### src/rtl/invaders_pkg.sv
// -----------------------------------------------------------------------------
// invaders_pkg
// Shared constants for the invader formation: start position, playfield limits,
// column/row pitch and sprite size (also used by the invader datapath and the
// renderer), plus the march sequencer state encoding and the step-period rule.
// No ports.
// -----------------------------------------------------------------------------
package invaders_pkg;

    // Bus widths
    localparam int W_POS   = 10;  // pixel coordinate
    localparam int W_EDGE  = 11;  // edge arithmetic, wide enough to never wrap
    localparam int W_ALIVE = 6;   // live invader count, 0..55
    localparam int W_COL   = 4;   // column index, 0..10
    localparam int W_ROW   = 3;   // row index, 0..4
    localparam int W_CNT   = 7;   // frame counter / period, up to 64

    // Formation geometry
    localparam logic [W_POS-1:0] P_START_X      = 10'd96;
    localparam logic [W_POS-1:0] P_START_Y      = 10'd64;
    localparam logic [W_POS-1:0] P_STEP_X       = 10'd8;
    localparam logic [W_POS-1:0] P_STEP_DOWN    = 10'd16;
    localparam logic [W_POS-1:0] P_COL_PITCH    = 10'd32;
    localparam logic [W_POS-1:0] P_ROW_PITCH    = 10'd24;
    localparam logic [W_POS-1:0] P_INV_W        = 10'd24;
    localparam logic [W_POS-1:0] P_INV_H        = 10'd16;
    localparam logic [W_POS-1:0] P_LEFT_LIMIT   = 10'd16;
    localparam logic [W_POS-1:0] P_RIGHT_LIMIT  = 10'd624;
    localparam logic [W_POS-1:0] P_BOTTOM_LIMIT = 10'd416;
    localparam int               P_SPEED_SHIFT  = 1;

    // March sequencer states
    typedef enum logic [1:0] {
        ST_IDLE   = 2'd0,
        ST_WAIT   = 2'd1,
        ST_DECIDE = 2'd2,
        ST_LANDED = 2'd3
    } march_state_t;

    // Frames between steps: fewer survivors means a faster march.
    function automatic logic [W_CNT-1:0] step_period(input logic [W_ALIVE-1:0] alive,
                                                     input int                 shift);
        logic [W_ALIVE-1:0] scaled;
        scaled = alive >> shift;
        return {1'b0, scaled} + 7'd1;
    endfunction

endpackage

### src/rtl/invader_march_ctrl_if.sv
// -----------------------------------------------------------------------------
// invader_march_ctrl_if
// Bundle between the march sequencer and the rest of the game.
//   Game -> sequencer : frame, enable, wave_start, alive_count,
//                       left_col, right_col, bottom_row
//   Sequencer -> game : invaders_x, invaders_y, step, anim, dir_left, landed
// master : the sequencer side.   slave : the game / consumer side.
// -----------------------------------------------------------------------------
interface invader_march_ctrl_if;
    import invaders_pkg::*;

    logic               frame;
    logic               enable;
    logic               wave_start;
    logic [W_ALIVE-1:0] alive_count;
    logic [W_COL-1:0]   left_col;
    logic [W_COL-1:0]   right_col;
    logic [W_ROW-1:0]   bottom_row;

    logic [W_POS-1:0]   invaders_x;
    logic [W_POS-1:0]   invaders_y;
    logic               step;
    logic               anim;
    logic               dir_left;
    logic               landed;

    modport master (
        input  frame, enable, wave_start, alive_count, left_col, right_col, bottom_row,
        output invaders_x, invaders_y, step, anim, dir_left, landed
    );

    modport slave (
        output frame, enable, wave_start, alive_count, left_col, right_col, bottom_row,
        input  invaders_x, invaders_y, step, anim, dir_left, landed
    );

endinterface

### src/rtl/march_timer.sv
// -----------------------------------------------------------------------------
// march_timer
// Counts qualified video frames and raises o_tick on the frame that completes
// the current step period. The period is taken from the live alive_count on
// that frame, so a drop in survivors can end the wait early.
// Ports:
//   clk, rst        : clock, asynchronous active-high reset
//   i_clear         : restart counting from zero (wave start)
//   i_run           : sequencer is waiting for its next step
//   i_frame         : one-cycle frame pulse
//   i_enable        : game running; frames are ignored while low
//   i_alive_count   : number of live invaders
//   o_tick          : combinational pulse on the terminal frame
// -----------------------------------------------------------------------------
module march_timer
    import invaders_pkg::*;
#(
    parameter int SPEED_SHIFT = P_SPEED_SHIFT
) (
    input  logic               clk,
    input  logic               rst,
    input  logic               i_clear,
    input  logic               i_run,
    input  logic               i_frame,
    input  logic               i_enable,
    input  logic [W_ALIVE-1:0] i_alive_count,
    output logic               o_tick
);

    logic [W_CNT-1:0] r_count;
    logic [W_CNT-1:0] w_period;
    logic [W_CNT-1:0] w_count_inc;
    logic             w_advance;

    assign w_period    = step_period(i_alive_count, SPEED_SHIFT);
    // An empty formation never advances, so the count simply holds.
    assign w_advance   = i_run & i_frame & i_enable & (i_alive_count != '0);
    assign w_count_inc = r_count + 7'd1;
    assign o_tick      = w_advance & (w_count_inc >= w_period);

    // NOTE: sequential state uses non-blocking assignments so every flop
    // samples pre-edge values regardless of process evaluation order.
    always_ff @(posedge clk or posedge rst) begin
        if (rst) begin
            r_count <= '0;
        end else if (i_clear || o_tick) begin
            r_count <= '0;
        end else if (w_advance) begin
            r_count <= w_count_inc;
        end
    end

endmodule

### src/rtl/invader_march_ctrl.sv
// -----------------------------------------------------------------------------
// invader_march_ctrl
// Sequencer for the invader formation march. Waits a speed-dependent number of
// frames, then steps the formation origin sideways, or down with a direction
// reversal when the live columns would cross a playfield edge. Flags (sticky)
// when the lowest live row reaches the player's row.
// Ports:
//   clk  : system clock
//   rst  : asynchronous active-high reset
//   bus  : invader_march_ctrl_if.master
//          in : frame, enable, wave_start, alive_count, left_col, right_col,
//               bottom_row
//          out: invaders_x, invaders_y, step, anim, dir_left, landed
//               (all registered)
// -----------------------------------------------------------------------------
module invader_march_ctrl
    import invaders_pkg::*;
#(
    parameter logic [W_POS-1:0] START_X      = P_START_X,
    parameter logic [W_POS-1:0] START_Y      = P_START_Y,
    parameter logic [W_POS-1:0] STEP_X       = P_STEP_X,
    parameter logic [W_POS-1:0] STEP_DOWN    = P_STEP_DOWN,
    parameter logic [W_POS-1:0] COL_PITCH    = P_COL_PITCH,
    parameter logic [W_POS-1:0] ROW_PITCH    = P_ROW_PITCH,
    parameter logic [W_POS-1:0] INV_W        = P_INV_W,
    parameter logic [W_POS-1:0] INV_H        = P_INV_H,
    parameter logic [W_POS-1:0] LEFT_LIMIT   = P_LEFT_LIMIT,
    parameter logic [W_POS-1:0] RIGHT_LIMIT  = P_RIGHT_LIMIT,
    parameter logic [W_POS-1:0] BOTTOM_LIMIT = P_BOTTOM_LIMIT,
    parameter int               SPEED_SHIFT  = P_SPEED_SHIFT
) (
    input  logic                 clk,
    input  logic                 rst,
    invader_march_ctrl_if.master bus
);

    // Registered state and outputs
    march_state_t     r_state;
    logic [W_POS-1:0] r_x;
    logic [W_POS-1:0] r_y;
    logic             r_step;
    logic             r_anim;
    logic             r_dir_left;
    logic             r_landed;

    // Next-state values
    march_state_t     w_state_next;
    logic [W_POS-1:0] w_x_next;
    logic [W_POS-1:0] w_y_next;
    logic             w_step_next;
    logic             w_anim_next;
    logic             w_dir_next;
    logic             w_landed_next;

    // Step decision
    logic              w_tick;
    logic [W_EDGE-1:0] w_right_reach;
    logic [W_EDGE-1:0] w_left_reach;
    logic [W_EDGE-1:0] w_left_bound;
    logic [W_EDGE-1:0] w_land_reach;
    logic              w_edge_hit;
    logic [W_POS-1:0]  w_x_side;
    logic [W_POS-1:0]  w_y_down;

    // -------------------------------------------------------------------------
    // Frame timer
    // -------------------------------------------------------------------------
    march_timer #(
        .SPEED_SHIFT (SPEED_SHIFT)
    ) u_timer (
        .clk           (clk),
        .rst           (rst),
        .i_clear       (bus.wave_start),
        .i_run         (r_state == ST_WAIT),
        .i_frame       (bus.frame),
        .i_enable      (bus.enable),
        .i_alive_count (bus.alive_count),
        .o_tick        (w_tick)
    );

    // -------------------------------------------------------------------------
    // Edge arithmetic, done in 11 bits so the reach never wraps around.
    // Moving right we check whether the rightmost live column would cross the
    // right limit after one more step; moving left, whether the leftmost live
    // column is already within one step of the left limit.
    // -------------------------------------------------------------------------
    assign w_right_reach = 11'(r_x) + 11'(bus.right_col) * 11'(COL_PITCH)
                         + 11'(INV_W) + 11'(STEP_X);
    assign w_left_reach  = 11'(r_x) + 11'(bus.left_col) * 11'(COL_PITCH);
    assign w_left_bound  = 11'(LEFT_LIMIT) + 11'(STEP_X);
    assign w_edge_hit    = r_dir_left ? (w_left_reach < w_left_bound)
                                      : (w_right_reach > 11'(RIGHT_LIMIT));

    assign w_x_side      = r_dir_left ? (r_x - STEP_X) : (r_x + STEP_X);
    assign w_y_down      = r_y + STEP_DOWN;
    // Landing is judged on the post-step y of the lowest live row.
    assign w_land_reach  = 11'(w_y_down) + 11'(bus.bottom_row) * 11'(ROW_PITCH)
                         + 11'(INV_H);

    // -------------------------------------------------------------------------
    // Next-state / next-output logic
    // -------------------------------------------------------------------------
    // NOTE: every signal driven here gets a default first; a path that leaves
    // one unassigned would infer a latch.
    always_comb begin
        w_state_next  = r_state;
        w_x_next      = r_x;
        w_y_next      = r_y;
        w_step_next   = 1'b0;
        w_anim_next   = r_anim;
        w_dir_next    = r_dir_left;
        w_landed_next = r_landed;

        if (bus.wave_start) begin
            // Restart beats any same-cycle frame or pending step.
            w_state_next  = ST_WAIT;
            w_x_next      = START_X;
            w_y_next      = START_Y;
            w_anim_next   = 1'b0;
            w_dir_next    = 1'b0;
            w_landed_next = 1'b0;
        end else begin
            case (r_state)
                ST_WAIT: begin
                    if (w_tick) begin
                        w_state_next = ST_DECIDE;
                    end
                end
                ST_DECIDE: begin
                    w_step_next  = 1'b1;
                    w_anim_next  = ~r_anim;
                    w_state_next = ST_WAIT;
                    if (w_edge_hit) begin
                        w_y_next   = w_y_down;
                        w_dir_next = ~r_dir_left;
                        if (w_land_reach >= 11'(BOTTOM_LIMIT)) begin
                            w_landed_next = 1'b1;
                            w_state_next  = ST_LANDED;
                        end
                    end else begin
                        w_x_next = w_x_side;
                    end
                end
                // IDLE and LANDED hold everything until a wave start.
                ST_IDLE, ST_LANDED: begin
                    w_state_next = r_state;
                end
                default: begin
                    w_state_next = ST_IDLE;
                end
            endcase
        end
    end

    // -------------------------------------------------------------------------
    // State register
    // -------------------------------------------------------------------------
    always_ff @(posedge clk or posedge rst) begin
        if (rst) begin
            r_state    <= ST_IDLE;
            r_x        <= START_X;
            r_y        <= START_Y;
            r_step     <= 1'b0;
            r_anim     <= 1'b0;
            r_dir_left <= 1'b0;
            r_landed   <= 1'b0;
        end else begin
            r_state    <= w_state_next;
            r_x        <= w_x_next;
            r_y        <= w_y_next;
            r_step     <= w_step_next;
            r_anim     <= w_anim_next;
            r_dir_left <= w_dir_next;
            r_landed   <= w_landed_next;
        end
    end

    assign bus.invaders_x = r_x;
    assign bus.invaders_y = r_y;
    assign bus.step       = r_step;
    assign bus.anim       = r_anim;
    assign bus.dir_left   = r_dir_left;
    assign bus.landed     = r_landed;

endmodule

### src/flat_wrapper.sv
// flat-port wrapper written by rule: the top's interface ports become plain ports
module invader_march_ctrl_flat import invaders_pkg::*;
#(
    parameter logic [W_POS-1:0] START_X      = P_START_X,
    parameter logic [W_POS-1:0] START_Y      = P_START_Y,
    parameter logic [W_POS-1:0] STEP_X       = P_STEP_X,
    parameter logic [W_POS-1:0] STEP_DOWN    = P_STEP_DOWN,
    parameter logic [W_POS-1:0] COL_PITCH    = P_COL_PITCH,
    parameter logic [W_POS-1:0] ROW_PITCH    = P_ROW_PITCH,
    parameter logic [W_POS-1:0] INV_W        = P_INV_W,
    parameter logic [W_POS-1:0] INV_H        = P_INV_H,
    parameter logic [W_POS-1:0] LEFT_LIMIT   = P_LEFT_LIMIT,
    parameter logic [W_POS-1:0] RIGHT_LIMIT  = P_RIGHT_LIMIT,
    parameter logic [W_POS-1:0] BOTTOM_LIMIT = P_BOTTOM_LIMIT,
    parameter int               SPEED_SHIFT  = P_SPEED_SHIFT
)
  (clk, rst, bus_frame, bus_enable, bus_wave_start, bus_alive_count, bus_left_col, bus_right_col, bus_bottom_row, bus_invaders_x, bus_invaders_y, bus_step, bus_anim, bus_dir_left, bus_landed);
  invader_march_ctrl_if bus_i ();
  input  logic clk;
  input  logic rst;
  input wire logic [$bits(bus_i.frame)-1:0] bus_frame;
  input wire logic [$bits(bus_i.enable)-1:0] bus_enable;
  input wire logic [$bits(bus_i.wave_start)-1:0] bus_wave_start;
  input wire logic [$bits(bus_i.alive_count)-1:0] bus_alive_count;
  input wire logic [$bits(bus_i.left_col)-1:0] bus_left_col;
  input wire logic [$bits(bus_i.right_col)-1:0] bus_right_col;
  input wire logic [$bits(bus_i.bottom_row)-1:0] bus_bottom_row;
  output wire logic [$bits(bus_i.invaders_x)-1:0] bus_invaders_x;
  output wire logic [$bits(bus_i.invaders_y)-1:0] bus_invaders_y;
  output wire logic [$bits(bus_i.step)-1:0] bus_step;
  output wire logic [$bits(bus_i.anim)-1:0] bus_anim;
  output wire logic [$bits(bus_i.dir_left)-1:0] bus_dir_left;
  output wire logic [$bits(bus_i.landed)-1:0] bus_landed;
  assign bus_i.frame = bus_frame;
  assign bus_i.enable = bus_enable;
  assign bus_i.wave_start = bus_wave_start;
  assign bus_i.alive_count = bus_alive_count;
  assign bus_i.left_col = bus_left_col;
  assign bus_i.right_col = bus_right_col;
  assign bus_i.bottom_row = bus_bottom_row;
  assign bus_invaders_x = bus_i.invaders_x;
  assign bus_invaders_y = bus_i.invaders_y;
  assign bus_step = bus_i.step;
  assign bus_anim = bus_i.anim;
  assign bus_dir_left = bus_i.dir_left;
  assign bus_landed = bus_i.landed;
  invader_march_ctrl #(.START_X(START_X), .START_Y(START_Y), .STEP_X(STEP_X), .STEP_DOWN(STEP_DOWN), .COL_PITCH(COL_PITCH), .ROW_PITCH(ROW_PITCH), .INV_W(INV_W), .INV_H(INV_H), .LEFT_LIMIT(LEFT_LIMIT), .RIGHT_LIMIT(RIGHT_LIMIT), .BOTTOM_LIMIT(BOTTOM_LIMIT), .SPEED_SHIFT(SPEED_SHIFT)) u_core (.clk(clk), .rst(rst), .bus(bus_i));
endmodule
### config.mk
export PLATFORM = sky130hd
export DESIGN_NAME = invader_march_ctrl_flat
export DESIGN_NICKNAME = d
export VERILOG_FILES = /design/src/rtl/invaders_pkg.sv /design/src/rtl/invader_march_ctrl_if.sv /design/src/rtl/march_timer.sv /design/src/rtl/invader_march_ctrl.sv /design/src/flat_wrapper.sv
export SDC_FILE = /design/constraint.sdc
export NUM_CORES = 1
export LEC_CHECK = 0
export ABC_AREA = 1
export CORE_AREA = 2 2 50 98
export DETAILED_ROUTE_END_ITERATION = 6
export DIE_AREA = 0 0 52 100
export HOLD_SLACK_MARGIN = 0.05
export PLACE_DENSITY_LB_ADDON = 0.1
export SETUP_SLACK_MARGIN = 0.05
export SLEW_MARGIN = 10
export SYNTH_ARGS = -nofsm -noshare
export SYNTH_HDL_FRONTEND = slang
export SYNTH_SLANG_ARGS = --single-unit
### constraint.sdc
create_clock -name clk -period 4.3 [get_ports clk]
set_clock_uncertainty 0.05 [all_clocks]
set_input_delay 0.86 -clock clk [delete_from_list [all_inputs] [get_ports clk]]
set_output_delay 0.86 -clock clk [all_outputs]
set_load 0.02 [all_outputs]
Word-level counts from Yosys, hierarchy flattened
Index checks and enable logic that the tools add are counted.
- output and inout port bits: 24
- word-level logic and storage cells: 74
- bits of input ports: 22
- bits in registers: 33
- reduce and logical (&&, ||, !) cells: 12
- equal/unequal tests: 6
- $add $sub $neg: 11
- multiply operators: 1
- $lt $le $gt $ge: 4
- bitwise logic cells: 6
- multiplexer cells: 26
- operators with widths (operator ; count):
    10-bit 2-to-1 mux ; 7
    10-bit by 9-bit adder with 11-bit output ; 2
    11-bit by 5-bit adder with 11-bit output, second input constant ; 2
    7-bit 2-to-1 mux ; 2
    1-bit 2-to-1 mux ; 12
    10-bit by 8-bit adder with 11-bit output ; 1
    11-bit by 4-bit adder with 11-bit output, second input constant ; 1
    11-bit by 9-bit greater-or-equal comparator with 1-bit output, second input constant ; 1
    11-bit by 10-bit > comparator with 1-bit output, second input constant ; 1
    11-bit by 5-bit < comparator with 1-bit output, second input constant ; 1
    10-bit by 4-bit adder with 10-bit output, second input constant ; 1
    10-bit by 5-bit adder with 10-bit output, second input constant ; 1
    10-bit by 4-bit subtractor with 10-bit output, second input constant ; 1
    2-bit 2-to-1 mux ; 4
    2-bit nonzero test ; 4
    7-bit by 1-bit adder with 7-bit output, second input constant ; 1
    7-bit by 6-bit greater-or-equal comparator with 1-bit output ; 1
    5-bit by 1-bit adder with 6-bit output, second input constant ; 1
    2-bit AND reduction ; 3
    6-bit nonzero test ; 1
    3-bit by 2-bit multiplier with 5-bit output, second input constant ; 1
    1-bit AND ; 4
    2-bit equality test, second input constant ; 2
    2-bit != test, second input constant ; 2
    8 further kinds ; 9

Logic depth before layout (Yosys ltp)
- word-level depth: 8
- mapped depth: 17

By module
Synthesis repeated with hierarchy kept, for this count alone.
- cell total of the unflattened synthesis: 347
- area, all modules: 2611.3 µm²
- modules (own cells, without submodules) (module ; cells an instance ; instances ; area each (µm²) ; sequential area each (µm²)):
    invader_march_ctrl ; 247 ; 1 ; 1923.1 ; 479.2
    march_timer ; 100 ; 1 ; 688.2 ; 175.2

Least setup slack after synthesis
Ideal clock, no wire load.
- path kind: input to register
- start: input bus_bottom_row[0]
- end: register u_core.r_state[1]
- buffers on the path: 0
- cell stages on the path: 15
- data arrival time: 2.925 ns
- library setup time: 0.118 ns
- slack: 1.208 ns
- cells stage by stage: ha_1 -> inv_1 -> fa_1 -> xnor2_1 -> ha_1 -> ha_1 -> nand2_1 -> nand2_1 -> or2_2 -> o211ai_1 -> nand3_1 -> nand2_1 -> nand3_1 -> nand3_1 -> nand2_1
- longest elaborated chain between the ends: 8
- RTL lines (what ; line ; RTL):
    start: declaration ; flat_wrapper.sv:27 ; input wire logic [$bits(bus_i.bottom_row)-1:0] bus_bottom_row;
    3-bit by 2-bit multiplier with 5-bit output ; invader_march_ctrl.sv:97 ; assign w_land_reach = 11'(w_y_down) + 11'(bus.bottom_row) * 11'(ROW_PITCH)
    10-bit by 8-bit adder with 11-bit output ; invader_march_ctrl.sv:97 ;
    11-bit by 5-bit adder with 11-bit output ; invader_march_ctrl.sv:98 ; + 11'(INV_H);
    11-bit by 9-bit greater-or-equal comparator with 1-bit output ; invader_march_ctrl.sv:136 ; if (w_land_reach >= 11'(BOTTOM_LIMIT)) begin
    2-bit 2-to-1 mux ; invader_march_ctrl.sv:136 ;
    2-bit 2-to-1 mux ; invader_march_ctrl.sv:133 ; if (w_edge_hit) begin
    2-bit one-hot mux with 2 select lines ; invader_march_ctrl.sv:123 ; case (r_state)
    2-bit 2-to-1 mux ; invader_march_ctrl.sv:114 ; if (bus.wave_start) begin
    end signal: assignment ; invader_march_ctrl.sv:168 ; r_state <= w_state_next;
    end: declaration ; invader_march_ctrl.sv:38 ; march_state_t r_state;
No other way between the ends.
A chain may end at the register's enable or synchronous reset.

Final worst setup path
- start: input bus_bottom_row[1]
- end: register u_core.r_state[1]
Same word-level chain as after synthesis.

==> flow_summary_export.csv <==
group,metric,value,unit
critical_path,worstSetupPathType,"primary input to flip-flop",
synth,yosys_most_used_dff,"dfrtp_1",
layout,num-fill-cells,393,
clock_tree,cts_num_sinks,26,
critical_path,critPathLaunchType,"primary input",
place,gp_congestion,0.810,
route,viasPerCell,5.11,
clock_tree,htree_levels,1,
grt,overflow,0,
pwr,p_int,0.000664,W
synth,ys_ff_latch,26,
clock_tree,cts_hold_buf,0,
grt,grt_max_degree,27,
timing,slew_viol_final,0,
pwr,combPwrFrac,52.4,%
clock_tree,cts-buffers-inserted,3,
critical_path,cp.arrival,3.66,ns
critical_path,cp.required,4.42,ns
synth,synth_cell_types,33,
grt,grt_antenna_before_repair,0,
die,design.die.area,5200,um2
place,portBuffers,38,
synth,yosys_warnings,0,
layout,register_area,654,um2
place,dp.final_hpwl,4.13,mm
layout,stdcell_area,2940,um2
timing,final-hold-violation-count,0,
route,routed_wl,5.09,mm
synth,async_reset_ff_share,100,%
clock_tree,insertion_delay,0.27,ns
synth,syn_avg_cell_area,7.76,um2
die,start_util,54.4,%
route,wire_per_inst,12.4,um
run,maxCapViolations,0,
timing,finalSetupViolCount,0,
pwr,cellPowerDensity,392,nW/um2
timing,fin_crit_sh,82.4,%
route,ant_nets,0,
layout,syn_to_final_growth,19.8,%
place,placed_area,2870,um2
timing,fmax,0.282,GHz
pwr,switching_power,0.000488,W
die,num_rows,35,
synth,ys_seq_area_share,26.7,%
layout,multiInputGateArea,1600,um2
route,drc_errors,0,
timing,finalSetupTns,0,ns
outcome,outcome,"completed",
layout,antenna_cells,0,
critical_path,cp_slowest_stage_delay,0.52,ns
pwr,power,0.00115,W
critical_path,critical_path.slowest_cell,"clkdlybuf4s50_1",
clock_tree,clk_pin_slew_worst_paths,0.09,ns
clock_tree,cts_tree,"built",
die,chipHeight,100,um
timing,worst_slack,0.759,ns
layout,drive_gt1_share,7.30,%
layout,fin_nets,423,
clock_tree,cts_resized,0,
critical_path,cp_cell_sequence,"clkdlybuf4s50_1 -> ha_1 -> inv_1 -> fa_1 -> xnor2_1 -> ha_1 -> ha_1 -> nand2_1 -> nand2_1 -> or2_2 -> o211ai_1 -> nand3_1 -> nand2_1 -> nand3_1 -> nand3_1 -> nand2_1",
timing,min_period,3.54,ns
synth,netlist_area,2450,um2
grt,grt_pass1_vias,2108,
clock_tree,cts_setup_buffers,0,
synth,synth_edf_count,0,
pwr,max-vdd-ir-drop,0.363,mV
pwr,power.switching_fraction,42.3,%
timing,max_slew_margin,34.4,%
die,fp.dieW,52,um
die,io_pins,46,
pwr,pwr-share-seq,30.3,%
route,drt_iter0_markers,26,
pwr,p_leak,1.54,nW
critical_path,crit_fanout,4,
grt,grt_pass1_wl,8.88,mm
clock_tree,cts_root_buf,"clkbuf_8",
route,drt-pass1-iter-count,4,
timing,worst_pin_slew,0.982,ns
clock_tree,cts_buffer_depth,2,
synth,syn_inst,316,
critical_path,cp-end-kind,"flip-flop",
timing,rsz0062_at_grt,"false",
place,pre_cts_slack,0.480,ns
critical_path,cpMostUsedCell,"nand2_1",
hold_path,hp-class,"flip-flop to flip-flop",
die,core,4510,um2
route,num_vias,2099,
grt,grt_use_total,21.7,%
pwr,clock_power_share,17.4,%
metrics by stage:
step | utilization [%] | cells | hold slack, ns
floorplan | - | 322 | 0.421
global placement | 63.6 | 407 | 0.406
detailed placement | 63.6 | 407 | 0.434
CTS | 65.2 | 411 | 0.447
global route | 65.2 | 411 | 0.465
finish | 65.2 | 411 | 0.435
cells in the final DEF, fill, tap and decap left out, types with 2 or more instances in the layout:
cell type and instances:
clkbuf_8 3, nor3_1 2, o21ai_0 3, dfstp_2 3, fa_1 4, dfrtp_1 23
xor2_1 11, xnor2_1 7, nand2_2 6, inv_1 42, nand3_1 24, ha_1 40
clkdlybuf4s50_1 38, a21oi_2 2, nor2_2 2, nor2_4 2, a21oi_1 15, nand2_1 72
conb_1 7, nand4_1 3, a21o_1 3, o22ai_1 2, nor2_1 24, inv_2 2
o21ai_1 7
cell type report:
cell class,count,area share [%]
multi-input cells,244,54.4
inverters,44,5.62
clock buffers,3,1.40
clock inverters,1,1.02
flip-flops and latches,26,22.3
repair buffers,38,12.9
well taps,55,2.34
cells by family after synthesis:
kind of cell | count (synthesis) | share of synthesized area, %
buf+inv | 52 | 9.08
other cells | 1 | 0.153
compound gates | 34 | 7.80
simple gates | 141 | 26.2
flops | 26 | 26.7
fa+ha+maj | 44 | 23.7
xor+xnor | 18 | 6.43
worst max-delay path, delay by kind of cell:
family,cells,cell delay (ns)
XOR/XNOR,1,0.14
AND/OR/NAND/NOR,8,0.83
adder cells (fa/ha/maj),4,1.17
AO/OA/AOI/OAI,1,0.10
buffers and inverters,2,0.57
path summary, 6_finish.rpt:
path	cells past startpoint	to	slack, ns	startpoint
min in group asynchronous	2	u_core.bus.invaders_x[8]	1.07	rst
worst max register to register	13	u_core.r_state[1]	1.60	u_core.bus.invaders_y[4]
worst max-delay path	16	u_core.r_state[1]	0.76	bus_bottom_row[1]
max in group asynchronous	2	u_core.u_timer.r_count[5]	2.54	rst
worst min register to register	1	u_core.bus.anim	0.44	u_core.bus.anim
worst min-delay path	1	u_core.bus.anim	0.44	u_core.bus.anim
sequential cells by signal, summed over array words and instances, names as in the netlist:
name	count
u_core.bus.dir_left	1
u_core.bus.invaders_y	6
u_core.bus.invaders_x	7
u_core.r_state	2
u_core.bus.landed	1
u_core.bus.anim	1
u_core.bus.step	1
u_core.u_timer.r_count	7
per-layer routing:
metal	GRT usage (%)	wire (um)	vias to the layer above
li1	-	-	1081
met1	27.6	2190	975
met2	38.1	2660	34
met3	2.08	135	9
met4	6.07	95	0
met5	0	0	-
Yosys cell counts (all sizes together) (4+ instances only):
cell,count,share of area [%]
nor3,4,1.5
o21ai,10,2.0
ha,40,20
nand3,25,5.3
buf,8,2.3
xor2,11,3.9
dfrtp,23,23
xnor2,7,2.5
nand2,79,13
nor2,28,5.1
a21oi,17,3.8
fa,4,3.3
inv,44,6.7
power by group through the flow:
stage | combinational, W | clock [W] | sequential (W)
floorplan | 0.000413 | 0 | 0.000371
global placement | 0.000575 | 0 | 0.000352
detailed placement | 0.000599 | 0 | 0.000354
CTS | 0.000605 | 0.000205 | 0.000349
global route | 0.000682 | 0.000215 | 0.000357
finish | 0.000603 | 0.000200 | 0.000348
Power figures use the tool's default switching activity.
